==> src/rtl/uart_mem_loader.sv <==
// UART command bridge: 8N1 frames on rx drive single-byte writes/reads
// on the word bus; every accepted command is answered on tx.
`timescale 1ns/1ps
module uart_mem_loader #(
    parameter int M_WIDTH      = 32,
    parameter int CLKS_PER_BIT = 16,
    parameter int TIMEOUT_BITS = 64
) (
    input  logic                 clk,
    input  logic                 rst,
    input  logic                 rx,
    output logic                 tx,
    output logic [M_WIDTH-3:0]   addr,
    output logic [M_WIDTH-1:0]   data_out,
    input  logic [M_WIDTH-1:0]   data_in,
    output logic [M_WIDTH/8-1:0] wes,
    output logic                 busy
);

    localparam int NL = M_WIDTH / 8;
    localparam int AW = M_WIDTH - 2;
    localparam int CW = $clog2(CLKS_PER_BIT);
    localparam int TO_MAX = TIMEOUT_BITS * CLKS_PER_BIT;
    localparam int TW = $clog2(TO_MAX);
    localparam logic [CW-1:0] BIT_END = CW'(CLKS_PER_BIT - 1);
    localparam logic [CW-1:0] HALF_END = CW'(CLKS_PER_BIT / 2 - 1);
    localparam logic [TW-1:0] TO_END = TW'(TO_MAX - 1);

    typedef enum logic [2:0] {
        RX_WAIT_HI, RX_IDLE, RX_START, RX_DATA, RX_STOP
    } rx_state_e;

    typedef enum logic [2:0] {
        P_IDLE, P_ADDR, P_DATA, P_WRITE,
        P_RD_ADDR, P_RD_WAIT, P_RESP
    } p_state_e;

    // ---------------- receiver ----------------
    logic            rx_s1_q, rx_s2_q;
    rx_state_e       rx_state_q, rx_state_d;
    logic [CW-1:0]   rx_cnt_q, rx_cnt_d;
    logic [2:0]      rx_bit_q, rx_bit_d;
    logic [7:0]      rx_sh_q, rx_sh_d;
    logic [7:0]      rx_byte_q, rx_byte_d;
    logic            rx_valid_q, rx_valid_d;
    logic            rx_err_q, rx_err_d;

    always_comb begin
        rx_state_d = rx_state_q;
        rx_cnt_d   = rx_cnt_q;
        rx_bit_d   = rx_bit_q;
        rx_sh_d    = rx_sh_q;
        rx_byte_d  = rx_byte_q;
        rx_valid_d = 1'b0;
        rx_err_d   = 1'b0;
        case (rx_state_q)
            RX_WAIT_HI: begin
                if (rx_s2_q) rx_state_d = RX_IDLE;
            end
            RX_IDLE: begin
                if (!rx_s2_q) begin
                    rx_state_d = RX_START;
                    rx_cnt_d   = '0;
                end
            end
            RX_START: begin
                if (rx_cnt_q == HALF_END) begin
                    rx_cnt_d   = '0;
                    rx_bit_d   = '0;
                    rx_state_d = rx_s2_q ? RX_IDLE : RX_DATA;
                end else begin
                    rx_cnt_d = rx_cnt_q + 1'b1;
                end
            end
            RX_DATA: begin
                if (rx_cnt_q == BIT_END) begin
                    rx_cnt_d = '0;
                    rx_sh_d  = {rx_s2_q, rx_sh_q[7:1]};
                    rx_bit_d = rx_bit_q + 3'd1;
                    if (rx_bit_q == 3'd7) rx_state_d = RX_STOP;
                end else begin
                    rx_cnt_d = rx_cnt_q + 1'b1;
                end
            end
            RX_STOP: begin
                if (rx_cnt_q == BIT_END) begin
                    rx_cnt_d = '0;
                    if (rx_s2_q) begin
                        rx_valid_d = 1'b1;
                        rx_byte_d  = rx_sh_q;
                        rx_state_d = RX_IDLE;
                    end else begin
                        // line still low: rearm only after it idles high
                        rx_err_d   = 1'b1;
                        rx_state_d = RX_WAIT_HI;
                    end
                end else begin
                    rx_cnt_d = rx_cnt_q + 1'b1;
                end
            end
            default: rx_state_d = RX_WAIT_HI;
        endcase
    end

    always_ff @(posedge clk) begin
        if (rst) begin
            rx_s1_q    <= 1'b0;
            rx_s2_q    <= 1'b0;
            rx_state_q <= RX_WAIT_HI;
            rx_cnt_q   <= '0;
            rx_bit_q   <= '0;
            rx_sh_q    <= '0;
            rx_byte_q  <= '0;
            rx_valid_q <= 1'b0;
            rx_err_q   <= 1'b0;
        end else begin
            rx_s1_q    <= rx;
            rx_s2_q    <= rx_s1_q;
            rx_state_q <= rx_state_d;
            rx_cnt_q   <= rx_cnt_d;
            rx_bit_q   <= rx_bit_d;
            rx_sh_q    <= rx_sh_d;
            rx_byte_q  <= rx_byte_d;
            rx_valid_q <= rx_valid_d;
            rx_err_q   <= rx_err_d;
        end
    end

    // ---------------- transmitter ----------------
    logic          tx_q, tx_d;
    logic          tx_active_q, tx_active_d;
    logic [CW-1:0] tx_cnt_q, tx_cnt_d;
    logic [3:0]    tx_bits_q, tx_bits_d;
    logic [9:0]    tx_sh_q, tx_sh_d;
    logic          tx_start;
    logic          tx_done;
    logic [7:0]    resp_q, resp_d;

    assign tx_done = tx_active_q && (tx_cnt_q == BIT_END)
                     && (tx_bits_q == 4'd1);

    always_comb begin
        tx_d        = tx_q;
        tx_active_d = tx_active_q;
        tx_cnt_d    = tx_cnt_q;
        tx_bits_d   = tx_bits_q;
        tx_sh_d     = tx_sh_q;
        if (tx_active_q) begin
            if (tx_cnt_q == BIT_END) begin
                tx_cnt_d = '0;
                if (tx_bits_q == 4'd1) begin
                    tx_active_d = 1'b0;
                    tx_d        = 1'b1;
                end else begin
                    tx_sh_d   = {1'b1, tx_sh_q[9:1]};
                    tx_d      = tx_sh_q[1];
                    tx_bits_d = tx_bits_q - 4'd1;
                end
            end else begin
                tx_cnt_d = tx_cnt_q + 1'b1;
            end
        end else if (tx_start) begin
            tx_sh_d     = {1'b1, resp_q, 1'b0};
            tx_d        = 1'b0;
            tx_bits_d   = 4'd10;
            tx_cnt_d    = '0;
            tx_active_d = 1'b1;
        end
    end

    always_ff @(posedge clk) begin
        if (rst) begin
            tx_q        <= 1'b1;
            tx_active_q <= 1'b0;
            tx_cnt_q    <= '0;
            tx_bits_q   <= '0;
            tx_sh_q     <= '1;
        end else begin
            tx_q        <= tx_d;
            tx_active_q <= tx_active_d;
            tx_cnt_q    <= tx_cnt_d;
            tx_bits_q   <= tx_bits_d;
            tx_sh_q     <= tx_sh_d;
        end
    end

    // reset forces the line idle without waiting for the edge
    assign tx = tx_q | rst;

    // ---------------- command parser ----------------
    p_state_e         p_state_q, p_state_d;
    logic             cmd_w_q, cmd_w_d;
    logic [1:0]       acnt_q, acnt_d;
    logic [31:0]      baddr_q, baddr_d, baddr_nx;
    logic             sent_q, sent_d;
    logic [TW-1:0]    to_q, to_d;
    logic [AW-1:0]    addr_q, addr_d;
    logic [M_WIDTH-1:0] dout_q, dout_d;
    logic [NL-1:0]    wes_q, wes_d;
    logic             busy_q, busy_d;

    assign tx_start = (p_state_q == P_RESP) && !sent_q && !tx_active_q;

    always_comb begin
        p_state_d = p_state_q;
        cmd_w_d   = cmd_w_q;
        acnt_d    = acnt_q;
        baddr_d   = baddr_q;
        baddr_nx  = {rx_byte_q, baddr_q[31:8]};
        sent_d    = sent_q;
        resp_d    = resp_q;
        to_d      = to_q;
        addr_d    = addr_q;
        dout_d    = dout_q;
        wes_d     = '0;
        case (p_state_q)
            P_IDLE: begin
                if (rx_valid_q) begin
                    if (rx_byte_q == 8'h57 || rx_byte_q == 8'h52) begin
                        p_state_d = P_ADDR;
                        acnt_d    = '0;
                        cmd_w_d   = (rx_byte_q == 8'h57);
                        to_d      = '0;
                    end else begin
                        p_state_d = P_RESP;
                        resp_d    = 8'h15;
                        sent_d    = 1'b0;
                    end
                end
            end
            P_ADDR: begin
                if (rx_err_q) begin
                    p_state_d = P_IDLE;
                end else if (rx_valid_q) begin
                    baddr_d = baddr_nx;
                    acnt_d  = acnt_q + 2'd1;
                    to_d    = '0;
                    if (acnt_q == 2'd3) begin
                        if (cmd_w_q) begin
                            p_state_d = P_DATA;
                        end else begin
                            p_state_d = P_RD_ADDR;
                            addr_d    = baddr_nx[AW+1:2];
                        end
                    end
                end else if (to_q == TO_END) begin
                    p_state_d = P_IDLE;
                end else begin
                    to_d = to_q + 1'b1;
                end
            end
            P_DATA: begin
                if (rx_err_q) begin
                    p_state_d = P_IDLE;
                end else if (rx_valid_q) begin
                    p_state_d = P_WRITE;
                    addr_d    = baddr_q[AW+1:2];
                    dout_d    = {NL{rx_byte_q}};
                    wes_d[baddr_q[1:0]] = 1'b1;
                end else if (to_q == TO_END) begin
                    p_state_d = P_IDLE;
                end else begin
                    to_d = to_q + 1'b1;
                end
            end
            P_WRITE: begin
                p_state_d = P_RESP;
                resp_d    = 8'h06;
                sent_d    = 1'b0;
            end
            P_RD_ADDR: p_state_d = P_RD_WAIT;
            P_RD_WAIT: begin
                resp_d    = data_in[{baddr_q[1:0], 3'b000} +: 8];
                p_state_d = P_RESP;
                sent_d    = 1'b0;
            end
            P_RESP: begin
                if (tx_start) begin
                    sent_d = 1'b1;
                end else if (sent_q && tx_done) begin
                    p_state_d = P_IDLE;
                end
            end
            default: p_state_d = P_IDLE;
        endcase
        busy_d = (p_state_d != P_IDLE);
    end

    always_ff @(posedge clk) begin
        if (rst) begin
            p_state_q <= P_IDLE;
            cmd_w_q   <= 1'b0;
            acnt_q    <= '0;
            baddr_q   <= '0;
            sent_q    <= 1'b0;
            resp_q    <= '0;
            to_q      <= '0;
            addr_q    <= '0;
            dout_q    <= '0;
            wes_q     <= '0;
            busy_q    <= 1'b0;
        end else begin
            p_state_q <= p_state_d;
            cmd_w_q   <= cmd_w_d;
            acnt_q    <= acnt_d;
            baddr_q   <= baddr_d;
            sent_q    <= sent_d;
            resp_q    <= resp_d;
            to_q      <= to_d;
            addr_q    <= addr_d;
            dout_q    <= dout_d;
            wes_q     <= wes_d;
            busy_q    <= busy_d;
        end
    end

    assign addr     = addr_q;
    assign data_out = dout_q;
    assign wes      = wes_q;
    assign busy     = busy_q;

endmodule

==> config.mk <==
export PLATFORM = sky130hd
export DESIGN_NAME = uart_mem_loader
export DESIGN_NICKNAME = d
export VERILOG_FILES = /design/src/rtl/uart_mem_loader.sv
export SDC_FILE = /design/constraint.sdc
export NUM_CORES = 1
export LEC_CHECK = 0
export ABC_AREA = 0
export ABC_CLOCK_PERIOD_IN_PS = 2300
export CAP_MARGIN = 20
export CORE_MARGIN = 2
export CORE_UTILIZATION = 54
export DETAILED_ROUTE_END_ITERATION = 12
export PLACE_DENSITY = 0.8
export REMOVE_ABC_BUFFERS = 1
export SYNTH_ARGS = -nofsm -noshare
export SYNTH_HDL_FRONTEND = slang
export SYNTH_SLANG_ARGS = --single-unit
==> constraint.sdc <==
create_clock -name clk -period 2.3 [get_ports clk]
set_input_delay 0.23 -clock clk [delete_from_list [all_inputs] [get_ports clk]]
set_output_delay 0.23 -clock clk [all_outputs]
set_load 0.05 [all_outputs]
==> Word level (Yosys, flattened, before mapping) <==
Cells that the tools add are included.
{ "totals": {"input_bits": 35, "register_bits": 174, "out_inout_bits": 68, "wordCells": 195} }
{ "op_classes": {"mux": 78, "eq_ne": 38, "n_shift": 1, "bitwise": 6, "n_reduce_logical": 39, "n_lt_le_gt_ge": 2, "n_addsub": 6} }
{ "op_table": {"columns": ["cell", "n"], "rows": [
  ["$mux W30", 6],
  ["$mux W10", 11],
  ["$pmux W30 S2", 1],
  ["$mux W3", 19],
  ["$mux W4", 10],
  ["$ne A2 B2 Y1 const B", 18],
  ["$shiftx A32 B6 Y8", 1],
  ["$pmux W10 S3", 1],
  ["$pmux W8 S3", 1],
  ["$reduce_and A3 Y1", 7],
  ["$pmux W3 S6", 1],
  ["$eq A8 B7 Y1 const B", 2],
  ["$mux W8", 2],
  ["$eq A3 B3 Y1 const B", 5],
  ["$mux W1", 15],
  ["$pmux W3 S5", 1],
  ["$reduce_bool A3 Y1", 5],
  ["$eq A3 B2 Y1 const B", 4],
  ["$pmux W4 S3", 1],
  ["$reduce_and A6 Y1", 2],
  ["$add A10 B1 Y10 const B", 1],
  ["$eq A10 B10 Y1 const B", 1],
  ["$mux W2", 5],
  ["$add A4 B1 Y4 const B", 2],
  ["29 further kinds", 48]
]} }

==> Logic depth before layout (Yosys ltp) <==
{ "logic_depth": {"ltp_word": 8, "mapped_depth": 8, "depth_no_buf": 7} }

==> Worst setup path after synthesis <==
No wires, ideal clock.
{ "synth_timing": {"path_kind": "reg-to-reg", "startpoint": "register tx_bits_q[1]", "endpoint": "register busy_q (netlist: busy)", "stages_incl_launch_ff": 8, "arrival_time_ns": 1.820, "setup_time_ns": 0.120, "path_slack_ns": 0.360, "t_required_ns": 2.180, "cell_sequence": "dfxtp_1 > inv_1 > ha_1 > nor3b_1 > nor2b_1 > a21oi_1 > or3_1 > o31a_1"} }
{ "synth_via": {"elab_chain_len": 7} }
{ "synth_rtl": {"columns": ["item", "line", "source"], "rows": [
  ["start: declaration", "133", "logic [3:0] tx_bits_q, tx_bits_d;"],
  ["start signal: assignment", "182", "tx_bits_q <= tx_bits_d;"],
  ["$eq A4 B1 Y1", "140", "&& (tx_bits_q == 4'd1);"],
  ["$logic_and A1 B1 Y1", "140", null],
  ["$logic_and A1 B1 Y1", "280", "end else if (sent_q && tx_done) begin"],
  ["$mux W3", "280", null],
  ["$mux W3", "278", "if (tx_start) begin"],
  ["$pmux W3 S6", "216", "case (p_state_q)"],
  ["$reduce_bool A3 Y1", "286", "busy_d = (p_state_d != P_IDLE);"],
  ["end signal: assignment", "313", "busy_q <= busy_d;"],
  ["end: declaration", "200", "logic busy_q, busy_d;"]
]} }
No other way between the ends.
A chain may end at the register's enable or synchronous reset.

==> Worst setup path after layout <==
{ "layout_timing": {"startpoint": "register p_state_q[0]", "endpoint": "register tx_sh_q[5]"} }
{ "layout_via": {"elab_chain_len": 5} }
{ "layout_rtl": {"columns": ["item", "line", "source"], "rows": [
  ["start: declaration", "191", "p_state_e p_state_q, p_state_d;"],
  ["start signal: assignment", "303", "p_state_q <= p_state_d;"],
  ["$eq A3 B3 Y1", "202", "assign tx_start = (p_state_q == P_RESP) && !sent_q && !tx_active_q;"],
  ["$logic_and A1 B1 Y1 (2 in series)", "202", null],
  ["$reduce_bool A2 Y1 (no line)", null, null],
  ["$reduce_and A3 Y1 (no line)", null, null],
  ["end signal: assignment", "183", "tx_sh_q <= tx_sh_d;"],
  ["end: declaration", "134", "logic [9:0] tx_sh_q, tx_sh_d;"]
]} }
No other way between the ends.

==> results.ini <==
[route]
vias = 5862
firstDrtPassIters = 5
routed_wl_mm = 15.8
vias_per_cell = 5.68
ant_nets = 0
drc = 0
drtIter0Drc = 434
drt-wirelength-per-cell_um = 15.3

[finish]
seq_area_mm2 = 0.00296
antenna_cells = 0
multiInputGateArea_mm2 = 0.00326
fin_util = 0.685
final_cell_area_mm2 = 0.00827
drive_above_1_share = 0.0868
fin_nets = 894
area_growth_pct = 23.7
instances_no_fill = 1032
nFillCells = 961

[timing]
finalClockSkew_ns = 0.00925
setup_violations = 0
layout_setup_ws_ns = 0.270
period_share = 0.883
finalHoldViolCount = 0
maxSlewViolCount = 0
relSlewSlack = 0.407
worstMarginPinSlew_ns = 0.889
rsz0062_at_grt = false
post-route-min-period_ns = 2.03
max_freq_mhz = 493

[clocking]
cts_tree = built
ctsResizeCount = 0
cts.sink_count = 148
clk_latency_ns = 0.42
htree_levels = 4
clkSlewWorstSetupHoldPaths_ns = 0.06
cts_buffer_depth = 2
cts_setup_buffers = 0
ctsHoldBuffers = 0
cts_root_buf = clkbuf_16
numCtsBuffers = 17

[placement]
gp_congestion = 0.851
hpwl_mm = 10.6
dpl_worst_slack_ns = 0.303
dpl.cell_count = 1000
port_buffers = 102
placed_area_mm2 = 0.00765

[global_route]
grt_overflow_total = 0
track_usage = 0.243
grt_start_max_net_pins = 112
grt_pass1_wl_mm = 25.7
grt_pass1_vias = 5538
antenna_found_initial = 0

[worst_setup_path]
crit_arrival_ns = 2.32
crit_chain = nand3b_1 > o32ai_2 > nand2_1 > o21ai_0 > nand2_1
reg2reg_to = tx_sh_q[5]$_SDFFE_PP1P_
path_common_cell = nand2_1
reg2regPathDepth = 5
timing.rr.start = p_state_q[0]$_SDFF_PP0_
path_class = register to register
worstPathMaxFanout = 17
rrSetupSlack_ns = 0.27
end_kind = register
startpoint_type = register
critical_path_required_ns = 2.59
cpPeakStageDelay_ns = 0.78
slowest_stage = o32ai_2

[die]
core_mm2 = 0.0121
die_h_um = 115
die_w_um = 115
initial_utilization = 0.554
fp-row-count = 40
dieArea_mm2 = 0.0133
num_io_pins = 103

[synthesis]
synth_cell_types = 61
syn_area_per_cell_um2 = 8.43
synth-main-ff-cell = dfxtp_1
synth_top_area_share = 0.443
synth_area_mm2 = 0.00668
synth_cells = 793
yosysWarnings = 0
synth_edf_count = 0
synth_area_leaders = dfxtp_1 44%, nand2_1 7.8%, nor2_1 5.2%
synthArstFlopShare = 0
synth_top_area_cell = dfxtp_1
synth-seq-cells = 148
synth_seq_area_share = 0.443

[status]
outcome = complete, no violations

[min_path]
hp-class = input pin to register
min-delay-start = rst
hold_end = tx_cnt_q[0]$_SDFFE_PP0P_
whs_path_depth = 2

[power_and_ir_drop]
power.share.clock = 0.507
power_density_mw_per_mm2 = 678
combPwrFrac = 0.031
switchingPower_w = 0.00119
power_leakage_nw = 2.78
pwr-share-seq = 0.462
switching_share = 0.213
intPower_w = 0.00441
ir_worst_vdd_v = 0.000494

[job]
drv_cap = 0

synthesized netlist by cell type (3+ instances only):
master and count:
buf_4 27, dfxtp_1 148, mux4_2 8, o21a_1 3
nand3_1 13, nor3b_1 4, or2_2 4, nor2b_1 8
a311oi_1 32, ha_1 8, nor3_1 12, o21ai_0 51
nand4_1 5, nor2_1 93, xor2_1 6, nor4_1 3
inv_1 11, mux2i_1 33, clkbuf_1 43, or3_1 8
buf_2 9, a22oi_1 7, nor4b_1 5, a211oi_1 6
nand2b_1 6, a21oi_1 61, nand2_1 138
power groups by stage:
stage                     Combinational [W]  Clock, W  Sequential (W)
final                              0.000174   0.00284         0.00259
after global routing               0.000189   0.00301         0.00259
after CTS                          0.000174   0.00288         0.00259
after detailed placement           0.000173         0         0.00264
after global placement             0.000167         0         0.00264
after floorplan                   0.0000569         0         0.00264
registers in the layout, indices dropped and copies added, names as in the netlist, 2 cells and up:
signal,flops
rx_bit_q,3
rx_cnt_q,4
rx_state_q,3
p_state_q,3
wes,4
baddr_q,32
tx_cnt_q,4
data_out,8
tx_sh_q,8
rx_sh_q,8
rx_byte_q,8
acnt_q,2
addr,30
resp_q,8
to_q,10
tx_bits_q,4
cell families after synthesis:
group,after synthesis,share of synthesized area
buf+inv,92,0.0696
compound gates,185,0.177
simple gates,312,0.210
mux,41,0.0764
flops,148,0.443
fa+ha+maj,8,0.0150
xor+xnor,7,0.00917
worst max-delay path: cells and delay by family (launching register included):
family | cells | cell delay, ns
AOI/OAI and AO/OA | 2 | 0.94
DFF | 1 | 0.43
and+or+nand+nor | 3 | 0.53
through the flow:
step,power (W),hold slack (ns),TNS [ns]
finish,0.00560,0.157,0
global placement,0.00281,0.420,0
global route,0.00578,0.153,0
detailed placement,0.00282,0.457,0
floorplan,0.00270,0.299,-13.10
CTS,0.00564,0.144,0
how the worst max path moves through the flow:
stage	from	end
after floorplan	p_state_q[0]$_SDFF_PP0_	addr[0]$_SDFFE_PP0P_
after global placement	rx_byte_q[3]$_SDFFE_PP0P_	busy$_SDFF_PP0_
after detailed placement	p_state_q[1]$_SDFF_PP0_	to_q[3]$_SDFFE_PP0P_
after CTS	p_state_q[0]$_SDFF_PP0_	tx_sh_q[5]$_SDFFE_PP1P_
after global routing	p_state_q[0]$_SDFF_PP0_	tx_sh_q[5]$_SDFFE_PP1P_
final	p_state_q[0]$_SDFF_PP0_	tx_sh_q[5]$_SDFFE_PP1P_
cells in the final DEF, fill, tap and decap left out, types with 4 or more instances in the layout:
cell / instances
mux2i_1: 33
or3_1: 8
a211oi_1: 6
nand2_1: 138
xor2_1: 6
mux4_2: 8
nor3_1: 12
o21ai_0: 51
a311oi_1: 32
nand4_1: 5
inv_1: 11
dfxtp_1: 148
nor3b_1: 4
nand3_1: 13
clkdlybuf4s50_1: 100
or2_2: 4
a21oi_1: 61
a22oi_1: 7
buf_4: 18
ha_1: 8
nand2b_1: 6
nor2_1: 93
clkbuf_16: 17
nor2b_1: 8
nor4b_1: 5
per-layer routing:
| metal | wire length (um) | GRT usage | vias to the layer above |
|---|---|---|---|
| li1 | - | - | 2874 |
| met1 | 6810 | 0.288 | 2774 |
| met4 | 312 | 0.0988 | 0 |
| met2 | 7870 | 0.422 | 184 |
| met3 | 781 | 0.0580 | 30 |
| met5 | 0 | 0 | - |
final cells by class:
cell class / instances / area share
clock buffers: 18 / 0.0531
clock inverters: 14 / 0.0212
inverters: 11 / 0.00499
multi-input cells: 553 / 0.395
flip-flops and latches: 148 / 0.358
well taps: 168 / 0.0254
repair buffers: 120 / 0.142
(Power assumes the default switching activity.)
